[src/rtl/cpu_pkg.sv]
// Shared stack-CPU definitions: instruction width, opcodes, memory-mapped
// addresses, and the program loader state encoding.
package cpu_pkg;

    localparam int INSTR_W = 12;

    localparam logic [3:0] OP_PUSHC = 4'd0;
    localparam logic [3:0] OP_PUSH  = 4'd1;
    localparam logic [3:0] OP_POP   = 4'd2;
    localparam logic [3:0] OP_JUMP  = 4'd3;
    localparam logic [3:0] OP_ADD   = 4'd6;
    localparam logic [3:0] OP_SUB   = 4'd7;

    localparam logic [7:0] ADDR_X = 8'hF8;
    localparam logic [7:0] ADDR_Y = 8'hFF;

    typedef enum logic [2:0] {
        LD_HDR,
        LD_PAYLOAD,
        LD_CHECK,
        LD_RUN,
        LD_ERR
    } load_state_t;

    // Payload length in bytes for count byte C: ceil(3*(C+1)/2).
    function automatic logic [9:0] payload_bytes(input logic [7:0] count);
        logic [9:0] n;
        n = {2'b00, count} + 10'd1;
        return (n + n + n + 10'd1) >> 1;
    endfunction

endpackage

[src/rtl/program_loader_if.sv]
// Byte stream in, instruction memory write port out. The loader is the
// slave on the stream and drives the memory write side.
interface program_loader_if #(parameter int ADDR_W = 8);

    logic [7:0]                  in_data;
    logic                        in_valid;
    logic                        in_ready;
    logic                        imem_we;
    logic [ADDR_W-1:0]           imem_addr;
    logic [cpu_pkg::INSTR_W-1:0] imem_wdata;

    modport master (
        output in_data, in_valid,
        input  in_ready, imem_we, imem_addr, imem_wdata
    );

    modport slave (
        input  in_data, in_valid,
        output in_ready, imem_we, imem_addr, imem_wdata
    );

endinterface

[src/rtl/program_loader_packer.sv]
// byte_packer: unpacks groups of three bytes into two 12-bit words, emitting
// a registered word with a one-cycle valid strobe.
module byte_packer
    import cpu_pkg::*;
(
    input  logic               clk,
    input  logic               reset,
    input  logic [7:0]         byte_data,
    input  logic               byte_valid,
    output logic [INSTR_W-1:0] word,
    output logic               word_valid
);

    logic [1:0] phase;
    logic [7:0] b0;
    logic [3:0] b1_lo;

    always_ff @(posedge clk) begin
        if (reset) begin
            phase      <= 2'd0;
            b0         <= 8'd0;
            b1_lo      <= 4'd0;
            word       <= '0;
            word_valid <= 1'b0;
        end else begin
            word_valid <= 1'b0;
            if (byte_valid) begin
                case (phase)
                    2'd0: begin
                        b0    <= byte_data;
                        phase <= 2'd1;
                    end
                    2'd1: begin
                        word       <= {b0, byte_data[7:4]};
                        word_valid <= 1'b1;
                        b1_lo      <= byte_data[3:0];
                        phase      <= 2'd2;
                    end
                    2'd2: begin
                        word       <= {b1_lo, byte_data};
                        word_valid <= 1'b1;
                        phase      <= 2'd0;
                    end
                    default: phase <= 2'd0;
                endcase
            end
        end
    end

endmodule

[src/rtl/program_loader.sv]
// Loads a header/payload[/checksum] byte stream into instruction memory and
// holds the CPU in reset until done. Checksum byte enabled by PROGRAM_LOADER_CHECKSUM_EN.
module program_loader
    import cpu_pkg::*;
#(
    parameter int ADDR_W = 8
) (
    input  logic             clk,
    input  logic             reset,
    program_loader_if.slave  bus,
    output logic             cpu_reset,
    output logic             done,
    output logic             error
);

    localparam logic [31:0] DEPTH = 32'(1) << ADDR_W;

    load_state_t        state, state_next;
    logic               accept;
    logic               last_byte;
    logic [9:0]         nbytes;
    logic [9:0]         byte_cnt;
    logic [ADDR_W-1:0]  wa;
    logic               pk_valid;
    logic [INSTR_W-1:0] pk_word;

`ifdef PROGRAM_LOADER_CHECKSUM_EN
    logic [7:0] sum;
    logic       sum_ok;
    assign sum_ok = (8'(sum + bus.in_data) == 8'd0);
`endif

    assign bus.in_ready = (state == LD_HDR) || (state == LD_PAYLOAD) || (state == LD_CHECK);
    assign accept       = bus.in_valid && bus.in_ready;
    assign last_byte    = (byte_cnt == nbytes - 10'd1);

    always_comb begin
        state_next = state;
        case (state)
            LD_HDR:
                if (accept)
                    state_next = (32'(bus.in_data) >= DEPTH) ? LD_ERR : LD_PAYLOAD;
            LD_PAYLOAD:
                if (accept && last_byte)
`ifdef PROGRAM_LOADER_CHECKSUM_EN
                    state_next = LD_CHECK;
`else
                    state_next = LD_RUN;
`endif
`ifdef PROGRAM_LOADER_CHECKSUM_EN
            LD_CHECK:
                if (accept)
                    state_next = sum_ok ? LD_RUN : LD_ERR;
`endif
            LD_RUN:  state_next = LD_RUN;
            LD_ERR:  state_next = LD_ERR;
            default: state_next = LD_HDR;
        endcase
    end

    // Status outputs follow the state register, so done trails the last
    // write pulse by at least one cycle.
    always_ff @(posedge clk) begin
        if (reset) begin
            state     <= LD_HDR;
            nbytes    <= 10'd0;
            byte_cnt  <= 10'd0;
            wa        <= '0;
            cpu_reset <= 1'b1;
            done      <= 1'b0;
            error     <= 1'b0;
        end else begin
            state     <= state_next;
            cpu_reset <= (state != LD_RUN);
            done      <= (state == LD_RUN);
            error     <= (state == LD_ERR);
            if (accept && state == LD_HDR)
                nbytes <= payload_bytes(bus.in_data);
            if (accept && state == LD_PAYLOAD)
                byte_cnt <= byte_cnt + 10'd1;
            if (pk_valid)
                wa <= wa + 1'b1;
        end
    end

`ifdef PROGRAM_LOADER_CHECKSUM_EN
    always_ff @(posedge clk) begin
        if (reset)
            sum <= 8'd0;
        else if (accept && state == LD_HDR)
            sum <= bus.in_data;
        else if (accept && state == LD_PAYLOAD)
            sum <= 8'(sum + bus.in_data);
    end
`endif

    byte_packer u_packer (
        .clk        (clk),
        .reset      (reset),
        .byte_data  (bus.in_data),
        .byte_valid (accept && state == LD_PAYLOAD),
        .word       (pk_word),
        .word_valid (pk_valid)
    );

    assign bus.imem_we    = pk_valid;
    assign bus.imem_wdata = pk_word;
    assign bus.imem_addr  = wa;

endmodule
[src/flat_wrapper.sv]
// flat-port wrapper written by rule: the top's interface ports become plain ports
module program_loader_flat import cpu_pkg::*;
#(
    parameter int ADDR_W = 8
)
  (clk, reset, cpu_reset, done, error, bus_in_data, bus_in_valid, bus_in_ready, bus_imem_we, bus_imem_addr, bus_imem_wdata);
  program_loader_if #(.ADDR_W(ADDR_W)) bus_i ();
  input  logic clk;
  input  logic reset;
  output logic cpu_reset;
  output logic done;
  output logic error;
  input wire logic [$bits(bus_i.in_data)-1:0] bus_in_data;
  input wire logic [$bits(bus_i.in_valid)-1:0] bus_in_valid;
  output wire logic [$bits(bus_i.in_ready)-1:0] bus_in_ready;
  output wire logic [$bits(bus_i.imem_we)-1:0] bus_imem_we;
  output wire logic [$bits(bus_i.imem_addr)-1:0] bus_imem_addr;
  output wire logic [$bits(bus_i.imem_wdata)-1:0] bus_imem_wdata;
  assign bus_i.in_data = bus_in_data;
  assign bus_i.in_valid = bus_in_valid;
  assign bus_in_ready = bus_i.in_ready;
  assign bus_imem_we = bus_i.imem_we;
  assign bus_imem_addr = bus_i.imem_addr;
  assign bus_imem_wdata = bus_i.imem_wdata;
  program_loader #(.ADDR_W(ADDR_W)) u_core (.clk(clk), .reset(reset), .bus(bus_i), .cpu_reset(cpu_reset), .done(done), .error(error));
endmodule
[config.mk]
export PLATFORM = sky130hd
export DESIGN_NAME = program_loader_flat
export DESIGN_NICKNAME = d
export VERILOG_FILES = /design/src/rtl/cpu_pkg.sv /design/src/rtl/program_loader_if.sv /design/src/rtl/program_loader_packer.sv /design/src/rtl/program_loader.sv /design/src/flat_wrapper.sv
export SDC_FILE = /design/constraint.sdc
export NUM_CORES = 1
export LEC_CHECK = 0
export ABC_CLOCK_PERIOD_IN_PS = 5700
export CORE_AREA = 2 2 111 81
export DETAILED_ROUTE_END_ITERATION = 16
export DIE_AREA = 0 0 113 83
export DONT_BUFFER_PORTS = 1
export PLACE_DENSITY_LB_ADDON = 0.05
export SLEW_MARGIN = 20
export SYNTH_ARGS = -nofsm -noshare
export SYNTH_HDL_FRONTEND = slang
export SYNTH_SLANG_ARGS = --single-unit
[constraint.sdc]
create_clock -name clk -period 5.7 [get_ports clk]
set_input_delay 0.57 -clock clk [delete_from_list [all_inputs] [get_ports clk]]
set_output_delay 0.57 -clock clk [all_outputs]
set_load 0.02 [all_outputs]
==> reports/results.ini, run 1 <==
[run_status]
status = finished, violations left
violated_checks = design-rule violations

[synthesis]
synth-edff-count = 0
synthDominantCellAreaShare_pct = 36.9
yosysTopAreaCell = sky130_fd_sc_hd__dfxtp_1
yosysSeqAreaShare_pct = 36.9
ys.warnings.count = 0
postSynthRegisterBits = 60
syn_nets = 415
synth_async_sr_flop_share_pct = 0
netlist_top_cells_count = 60 x sky130_fd_sc_hd__dfxtp_1, 42 x sky130_fd_sc_hd__nor2_1, 33 x sky130_fd_sc_hd__nand2_1
syn-cell-area_um2 = 3250
syn_area_per_cell_um2 = 8.41
post-synth-top-count-cell = sky130_fd_sc_hd__dfxtp_1
netlist_instances = 387
ys_dominant_reg_cell = sky130_fd_sc_hd__dfxtp_1
post_synth_cell_types = 48
ys_top_cells_by_area = sky130_fd_sc_hd__dfxtp_1 37%, sky130_fd_sc_hd__ha_1 6.5%, sky130_fd_sc_hd__mux2i_1 4.9%

[timing]
worst_clock_skew_ns = 0.00673
timing.final.hold_violations = 0
clock.fmax_mhz = 437
min_period_ns = 2.29
rsz_0062_raised_after_global_routing = false
finalSetupViolCount = 0
tightest_slew_ns = 0.822
slew-limit-headroom_pct = 45.2
share_of_the_cycle_needed_by_the_critical_path_after_routing_pct = 40.1
drv_slew = 0
fin_setup_tns_ns = 0

[die]
floorplan.initialDensity_pct = 39.4
die_width_um = 113
site_row_count = 28
dieArea_um2 = 9380
coreArea_um2 = 8270
ioPinCount = 36
die_height_um = 83

[clock_tree]
clk-insertion-delay-late_ns = 0.33
cts_hold_buf = 0
postCtsSetupBuffers = 0
cts-root-to-sink-buffers = 2
tritoncts_clock_tree = yes
cts_root_buffer = sky130_fd_sc_hd__clkbuf_16
cts_num_sinks = 60
cts-buffers-inserted = 9
cts.reportedPaths.clkPinSlew_ns = 0.06
number_of_gates_resized_after_cts = 0
ctsHtreeMaxLevel = 3

[critical_path]
critical_path_arrival_ns = 2.56
crit_path_end_kind = flop
worst-r2r-setup-slack_ns = 3.55
setup.worst_path.start_class = input port
setup.worst_path.class = in -> reg
worst-endpoint-required_ns = 5.97
critPathMaxFanout = 8

[routing]
postRouteWirelength_um = 7750
drc = 3
antenna_violating_nets_post_route = 0
post_drt_wl_per_cell_um = 15.9
detail_route.first_pass.iterations = 10
drtIter0Drc = 212
routed_via_density = 5.44
vias = 2660

[power_and_ir_drop]
swShare_pct = 25.8
powerDensity_nw_per_um2 = 329
p_sw_uw = 309
power.share.clock_pct = 48.7
comb_power_share_pct = 13.5
power_frac_seq_pct = 37.7
internal-power_uw = 889
power.static_leakage_uw = 0.00130
power.ir.vdd_worst_mv = 0.204

[placement]
hpwl_detailed_um = 5430
numPortBuffers = 0
place_area_um2 = 3320
place.gp.congestion = 0.800

[global_route]
first_pass_grt_wire_length_um = 13100
grt_max_degree = 64
antenna_found_initial = 0
grt_pass1_vias = 2443
globalRoute.totalOverflow = 0
track_usage_pct = 17.7

[cells_and_area]
areaGrowthSynthToFinish_pct = 11.8
postLayoutCellArea_um2 = 3640
antenna_cells_inserted = 0
design.final.nets = 407
share_of_cells_above_drive_strength_1_pct = 5.73

[flow_run]
drv_cap = 0

[min_path]
hold_path_class = in -> reg

## flip-flops by register name, summed over array words and instances (netlist names)
signal and count:
u_core.state 3, u_core.bus.imem_addr 8, u_core.u_packer.word 12, u_core.nbytes 9, u_core.u_packer.b1_lo 4, u_core.u_packer.b0 8, u_core.u_packer.phase 2, u_core.done 1
u_core.byte_cnt 10, u_core.u_packer.word_valid 1, u_core.cpu_reset 1, u_core.error 1
## power groups by stage
stage | Sequential, uW | Clock (uW) | Combinational, uW
4_1_cts | 452 | 597 | 161
3_5_place_dp | 461 | 0 | 160
2_1_floorplan | 454 | 0 | 141
5_1_grt | 454 | 621 | 183
3_3_place_gp | 461 | 0 | 161
6_report | 452 | 583 | 162
## worst max-delay path: stages
cell and delay, ns:
sky130_fd_sc_hd__ha_1 0.18, sky130_fd_sc_hd__nand2_1 0.09, sky130_fd_sc_hd__nor3_1 0.47, sky130_fd_sc_hd__ha_1 0.38, sky130_fd_sc_hd__and2_1 0.20, sky130_fd_sc_hd__nand2_1 0.07
sky130_fd_sc_hd__nand2_1 0.05, sky130_fd_sc_hd__a2111oi_0 0.38, sky130_fd_sc_hd__a32o_1 0.18
## worst paths after layout
check	from	endpoint	depth (start not counted)
max	bus_in_data[0]	u_core.nbytes[8]	9
max reg2reg	u_core.state[1]	u_core.u_packer.word[1]	5
min	reset	u_core.u_packer.phase[1]	1
min reg2reg	u_core.u_packer.b1_lo[1]	u_core.u_packer.b1_lo[1]	2
## placed cells by master, fill, tap and decap left out, drive strengths merged, types with 4 or more instances in the layout
cell type / count
a211oi: 14
a21oi: 29
a31oi: 4
and3: 5
clkbuf: 10
dfxtp: 60
ha: 17
inv: 11
mux2i: 16
nand2: 33
nand2b: 5
nand3: 22
nand4: 4
nor2: 42
nor2b: 5
nor3: 12
o21ai: 13
or3: 6
xnor2: 15
xor2: 17
## layer usage
metal  part of all wire, %  global-route usage (%)  vias to the layer above
li1                      -                       -                     1363
met1                    57                    28.1                     1226
met5                     0                       0                        -
met2                    37                    21.8                       59
met4                   1.4                    5.65                        0
met3                   4.6                    5.40                       12
## logic make-up (layout without fill, tap and decap cells)
logic type	Yosys count	in the layout	share of synthesized area [%]
muxes	16	16	4.92
xor gates and xnor gates	32	32	8.84
adders and majority gates	17	17	6.54
and+or+nand+nor	151	151	23.0
DFF	60	60	36.9
AOI/OAI and AO/OA	80	80	15.8
buffers and inverters	31	28	4.00
## through the flow
stage                     power [uW]  setup WS (ns)  util, %  cells  hold WS, ns
final                           1200           3.41     44.0    489        0.305
after global routing            1260           3.19     44.0    489        0.286
after CTS                       1210           3.44     44.0    489        0.292
after detailed placement         621           3.07     40.1    473        0.439
after global placement           622           3.05     40.1    473        0.438
after floorplan                  595           3.18        -    387        0.436
## area by class of cell
cell class	count	area, um^2
clock buffers	10	229
well taps	105	131
clock inverters	6	88.8
inverters	11	41.3
repair buffers	1	7.51
fillers	824	4630
multi-input cells	296	1940
flip-flops and latches	60	1200
Note: power is estimated with default switching activity, not from simulation.
==> run 2, diff against run 1 <==
--- a/config.mk
+++ b/config.mk
@@ -5,7 +5,7 @@
 export SDC_FILE = /design/constraint.sdc
 export NUM_CORES = 1
 export LEC_CHECK = 0
-export ABC_CLOCK_PERIOD_IN_PS = 5700
+export ABC_CLOCK_PERIOD_IN_PS = 2000
 export CORE_AREA = 2 2 111 81
 export DETAILED_ROUTE_END_ITERATION = 16
 export DIE_AREA = 0 0 113 83
==> constraint.sdc (replaced) <==
create_clock -name clk -period 2 [get_ports clk]
set_input_delay 0.2 -clock clk [delete_from_list [all_inputs] [get_ports clk]]
set_output_delay 0.2 -clock clk [all_outputs]
set_load 0.02 [all_outputs]
==> run 2 against run 1 <==
Combinational power increased to 3.3 times the previous value; via count increased by 1.3%; cell count increased by 3.3%; hold slack got worse by 0.29 ns; highest routed layer unchanged; the flow now finishes without violations; clock power increased to 2.6 times the previous value; sequential power increased to 2.8 times the previous value.
==> reports/results.ini, run 2 (synthesized netlist as in run 1, its figures left out) <==
[timing]
slew-limit-headroom_pct = 69.3
fin_setup_tns_ns = 0
worst_clock_skew_ns = 0.00580
clock.fmax_mhz = 539
drv_slew = 0
finalSetupViolCount = 0
hold_ws_ns = 0.0149
min_period_ns = 1.86
rsz_0062_raised_after_global_routing = false
share_of_the_cycle_needed_by_the_critical_path_after_routing_pct = 92.8
timing.final.hold_violations = 0
tightest_slew_ns = 0.455

[die]
floorplan.initialDensity_pct = 39.4
coreArea_um2 = 8270
die_width_um = 113
die_height_um = 83
dieArea_um2 = 9380
ioPinCount = 36
site_row_count = 28

[flow_run]
drv_cap = 0

[global_route]
track_usage_pct = 17.2
grt.met2_usage_pct = 22.9
grt_pass1_vias = 2485
routing_usage_on_met3_pct = 5.40
grt_max_degree = 55
globalRouteMet1Util_pct = 26.0
first_pass_grt_wire_length_um = 12900
globalRoute.totalOverflow = 0
antenna_found_initial = 0
global_route.peak_usage_layer = met1

[placement]
place_area_um2 = 3480
place.gp.congestion = 0.852
hpwl_detailed_um = 5500
numPortBuffers = 0

[cells_and_area]
layout_top_registers = u_core.u_packer.word (12), u_core.byte_cnt (10), u_core.nbytes (9)
layout.cells.most_common = sky130_fd_sc_hd__dfxtp_1
register_bank_with_the_most_flops = u_core.u_packer.word
design.final.nets = 423
postLayoutCellArea_um2 = 3800
largest_register_ff_count = 12
share_of_cells_above_drive_strength_1_pct = 10.5
areaGrowthSynthToFinish_pct = 16.9
antenna_cells_inserted = 0
final_cell_mix = 60 x sky130_fd_sc_hd__dfxtp_1, 42 x sky130_fd_sc_hd__nor2_1, 33 x sky130_fd_sc_hd__nand2_1, 29 x sky130_fd_sc_hd__a21oi_1, 21 x sky130_fd_sc_hd__nand3_1

[routing]
antenna_violating_nets_post_route = 0
detail_route.first_pass.iterations = 4
vias = 2695
post_drt_wl_per_cell_um = 15.2
drc = 0
routed_via_density = 5.34
postRouteWirelength_um = 7660
drtIter0Drc = 134

[clock_tree]
cts-buffers-inserted = 9
cts.reportedPaths.clkPinSlew_ns = 0.05
cts_num_sinks = 60
ctsHtreeMaxLevel = 3
tritoncts_clock_tree = yes
clk-insertion-delay-late_ns = 0.33
cts-root-to-sink-buffers = 2
cts_root_buffer = sky130_fd_sc_hd__clkbuf_16
number_of_gates_resized_after_cts = 0

[critical_path]
crit_path_end_kind = flop
critPathMaxFanout = 5
setup.worst_path.class = reg -> reg
worst-endpoint-required_ns = 2.27
critical_path_arrival_ns = 2.13
setup.worst_path.start_class = flop

[min_path]
hold_path_class = in -> reg

[power_and_ir_drop]
power.ir.vdd_worst_mv = 0.605
powerDensity_nw_per_um2 = 882
total_power_uw = 3360
power.static_leakage_uw = 0.00140

[run_status]
status = finished clean

[run 2: routing by layer]
layer	wire [um]	part of all wire, %
met1	4230	55
met4	99	1.3
met5	0	0
met2	3020	39
met3	316	4.1
[run 2: what timing repair did]
action,in CTS,in global routing
hold buffers,1,0
setup endpoints to repair,0,0
setup buffers,0,0
endpoints found under the hold margin,55,0
[run 2: cell type report]
| class | instances | area [um^2] |
|---|---|---|
| fillers | 826 | 4460 |
| multi-input cells | 296 | 1980 |
| flip-flops and latches | 60 | 1200 |
| clock buffers | 12 | 246 |
| repair buffers | 17 | 160 |
| well taps | 105 | 131 |
| clock inverters | 4 | 48.8 |
| inverters | 11 | 41.3 |
[run 2: worst paths after layout]
check                                        endpoint                   from  slack, ns  depth (start not counted)
worst max register to register        u_core.state[1]       u_core.nbytes[1]       0.14                          5
worst min-delay path            u_core.u_packer.b0[2]         bus_in_data[2]       0.01                          2
worst min register to register  u_core.u_packer.b0[7]  u_core.u_packer.b0[7]       0.45                          2
worst max-delay path                  u_core.state[1]       u_core.nbytes[1]       0.14                          5
[run 2: report_power, final]
group          leakage [uW]  switching (uW)  internal [uW]  total [uW]
combinational      0.000766             285            255         540
sequential         0.000486            42.3           1230        1280
clock              0.000147             545            995        1540
total               0.00140             872           2490        3360
[run 2: per-stage QoR]
step	setup WS (ns)	utilization [%]	cells
after floorplan	0.0221	-	387
after global placement	-0.0152	42.1	488
after detailed placement	-0.0288	42.1	488
after CTS	0.144	46.0	505
after global routing	0.0696	46.0	505
final	0.144	46.0	505
[run 2: worst max-delay path: stages, from the launching register on]
cell	delay [ns]
sky130_fd_sc_hd__dfxtp_1	0.35
sky130_fd_sc_hd__or3_4	0.40
sky130_fd_sc_hd__or4_4	0.50
sky130_fd_sc_hd__xnor2_2	0.14
sky130_fd_sc_hd__nor3_1	0.22
sky130_fd_sc_hd__a31o_1	0.18
==> run 3, diff against run 2 <==
--- a/config.mk
+++ b/config.mk
@@ -5,10 +5,11 @@
 export SDC_FILE = /design/constraint.sdc
 export NUM_CORES = 1
 export LEC_CHECK = 0
-export ABC_CLOCK_PERIOD_IN_PS = 2000
-export CORE_AREA = 2 2 111 81
+export ABC_CLOCK_PERIOD_IN_PS = 1700
+export CORE_AREA = 2 2 104 86
+export CTS_BUF_LIST = sky130_fd_sc_hd__clkbuf_2 sky130_fd_sc_hd__clkbuf_4 sky130_fd_sc_hd__clkbuf_8
 export DETAILED_ROUTE_END_ITERATION = 16
-export DIE_AREA = 0 0 113 83
+export DIE_AREA = 0 0 106 88
 export DONT_BUFFER_PORTS = 1
 export PLACE_DENSITY_LB_ADDON = 0.05
 export SLEW_MARGIN = 20
==> constraint.sdc (replaced) <==
create_clock -name clk -period 1.7 [get_ports clk]
set_input_delay 0.17 -clock clk [delete_from_list [all_inputs] [get_ports clk]]
set_output_delay 0.17 -clock clk [all_outputs]
set_load 0.02 [all_outputs]
==> run 3 against run 2 <==
Register-to-register slack got worse by 0.14 ns; combinational power up 48%; sequential power is 16% higher; wire length is 4.8% higher; sequential share of layout area shrank 2.5 points; clock skew is 0.0018 ns higher; critical path type unchanged; critical endpoint unchanged; highest routed layer unchanged.
==> reports/results.ini, run 3 (synthesized netlist as in run 1, its figures left out) <==
[timing]
clock.fmax_mhz = 590
share_of_the_cycle_needed_by_the_critical_path_after_routing_pct = 99.7
min_period_ns = 1.70
tightest_slew_ns = 0.522
worst_clock_skew_ns = 0.00755
drv_slew = 0
finalSetupViolCount = 0
rsz_0062_raised_after_global_routing = true
timing.final.hold_violations = 0
fin_setup_tns_ns = 0
slew-limit-headroom_pct = 65.3

[min_path]
whs_path_depth = 2
min_delay_worst_endpoint = u_core.nbytes[7]
hold_path_class = in -> reg
min-delay-start = reset

[critical_path]
rr_startpoint = u_core.nbytes[0]
worst_reg2reg_path_depth = 5
setup.worst_path.start_class = flop
setup.worst_path.class = reg -> reg
worst_path_max_delay_cell = sky130_fd_sc_hd__or4_4
critPathMaxFanout = 4
worst-r2r-setup-slack_ns = 0.004
crit_path_end_kind = flop
reg2reg_to = u_core.state[1]
crit_path_max_incr_delay_ns = 0.43
worst-endpoint-required_ns = 1.93
critical_path_arrival_ns = 1.93
path_cells = or3_4, or4_4, xnor2_2, nor3_2, a31o_1

[cells_and_area]
n_fill_cell = 794
antenna_cells_inserted = 0
design.final.nets = 465
register_bank_with_the_most_flops = u_core.u_packer.word
share_of_cells_above_drive_strength_1_pct = 21.0
layout.cells.non_filler = 554
largest_register_ff_count = 12
postLayoutCellArea_um2 = 4130
areaGrowthSynthToFinish_pct = 27.0
layout.cells.most_common = sky130_fd_sc_hd__dfxtp_1
multi_input_gate_area_in_the_final_layout_um2 = 2050
end_of_flow_core_utilization_pct = 49.8
layout_top_registers = u_core.u_packer.word (12), u_core.byte_cnt (10), u_core.nbytes (9)
final_cell_mix = 59 x sky130_fd_sc_hd__dfxtp_1, 46 x sky130_fd_sc_hd__buf_4, 42 x sky130_fd_sc_hd__nor2_1, 33 x sky130_fd_sc_hd__nand2_1, 25 x sky130_fd_sc_hd__a21oi_1
register_area_um2 = 1200

[routing]
drc = 0
dr_wl_met2_um = 3270
drtIter0Drc = 170
post_drt_wl_per_cell_um = 14.5
postRouteWirelength_um = 8030
met3WireLength_um = 315
highest-signal-layer = met4
antenna_violating_nets_post_route = 0
routed_via_density = 5.18
routedLengthMet1_um = 4360
detail_route.first_pass.iterations = 4
vias = 2870

[clock_tree]
cts-buffers-inserted = 9
tritoncts_clock_tree = yes
clk-insertion-delay-late_ns = 0.34
cts_root_buffer = sky130_fd_sc_hd__clkbuf_8
ctsHtreeMaxLevel = 3
cts_num_sinks = 60
cts-root-to-sink-buffers = 2
cts.reportedPaths.clkPinSlew_ns = 0.07

[global_route]
first_pass_grt_wire_length_um = 13200
grt_pass1_vias = 2610
globalRoute.totalOverflow = 0
track_usage_pct = 18.3
grt_max_degree = 55
antenna_found_initial = 0

[flow_run]
drv_cap = 0

[placement]
place.gp.congestion = 0.802
dpl.cell_count = 526
hpwl_detailed_um = 5550
numPortBuffers = 0
place_area_um2 = 3740

[die]
floorplan.initialDensity_pct = 39.2
dieArea_um2 = 9330
ioPinCount = 36
site_row_count = 30
die_width_um = 106
coreArea_um2 = 8300
die_height_um = 88

[run_status]
status = finished clean

[power_and_ir_drop]
total_power_uw = 3590
power.static_leakage_uw = 0.00157
powerDensity_nw_per_um2 = 870
power.ir.vdd_worst_mv = 0.415

==> run 3: cell types whose count changed in the layout (fill, tap and decap cells not counted), moves of 4 or more <==
cell and change:
sky130_fd_sc_hd__a21oi_1 -4, sky130_fd_sc_hd__a21oi_2 +4, sky130_fd_sc_hd__buf_4 +31, sky130_fd_sc_hd__clkbuf_16 -9
sky130_fd_sc_hd__clkbuf_8 +8, sky130_fd_sc_hd__dlygate4sd3_1 +10
==> run 3: power by group <==
part / switching, uW / internal, uW / total [uW] / leakage [uW]
logic: 395 / 407 / 801 / 0.000984
clock network: 610 / 693 / 1300 / 0.0000996
registers: 39.8 / 1450 / 1490 / 0.000487
==> run 3: area by class of cell <==
cell class,instances,area share (%)
clock inverters,6,1.57
well taps,112,3.39
multi-input cells,296,49.5
inverters,11,0.999
flip-flops and latches,60,29.1
repair buffers,59,12.2
clock buffers,10,3.18
==> run 3: layer usage <==
layer	GRT usage, %	vias to the layer above
li1	-	1484
met1	26.7	1334
met2	26.1	44
met3	4.84	8
met4	5.62	0
met5	0	-
==> run 3: worst max-delay path by stage <==
stage                           from               end  cells after the start
global placement      bus_in_data[0]  u_core.nbytes[4]                      8
global route        u_core.nbytes[1]   u_core.state[1]                      9
finish              u_core.nbytes[0]   u_core.state[1]                      5
floorplan             bus_in_data[0]  u_core.nbytes[4]                      8
CTS                 u_core.nbytes[0]   u_core.state[1]                      5
detailed placement    bus_in_data[0]  u_core.nbytes[4]                      8
==> run 3: through the flow <==
step                hold WS, ns  setup slack (ns)
global route             0.0488           -0.0556
finish                   0.0368           0.00448
detailed placement        0.247            -0.250
floorplan                 0.317            -0.203
CTS                      0.0191          -0.00283
global placement          0.247            -0.232
==> run 3: worst max-delay path, delay by kind of cell, from the launching register on <==
kind / cells / cell delay [ns]
and+or+nand+nor: 3 / 0.89
AOI/OAI and AO/OA: 1 / 0.21
xor gates and xnor gates: 1 / 0.16
DFF: 1 / 0.34
==> run 3: repair_timing <==
action | 4_1_cts | 5_1_grt
setup buffers | 0 | 1
hold endpoints to repair | 55 | 0
pin swaps | 1 | 2
setup endpoints to repair | 1 | 11
hold buffers | 11 | 0
gates resized for setup | 2 | 14
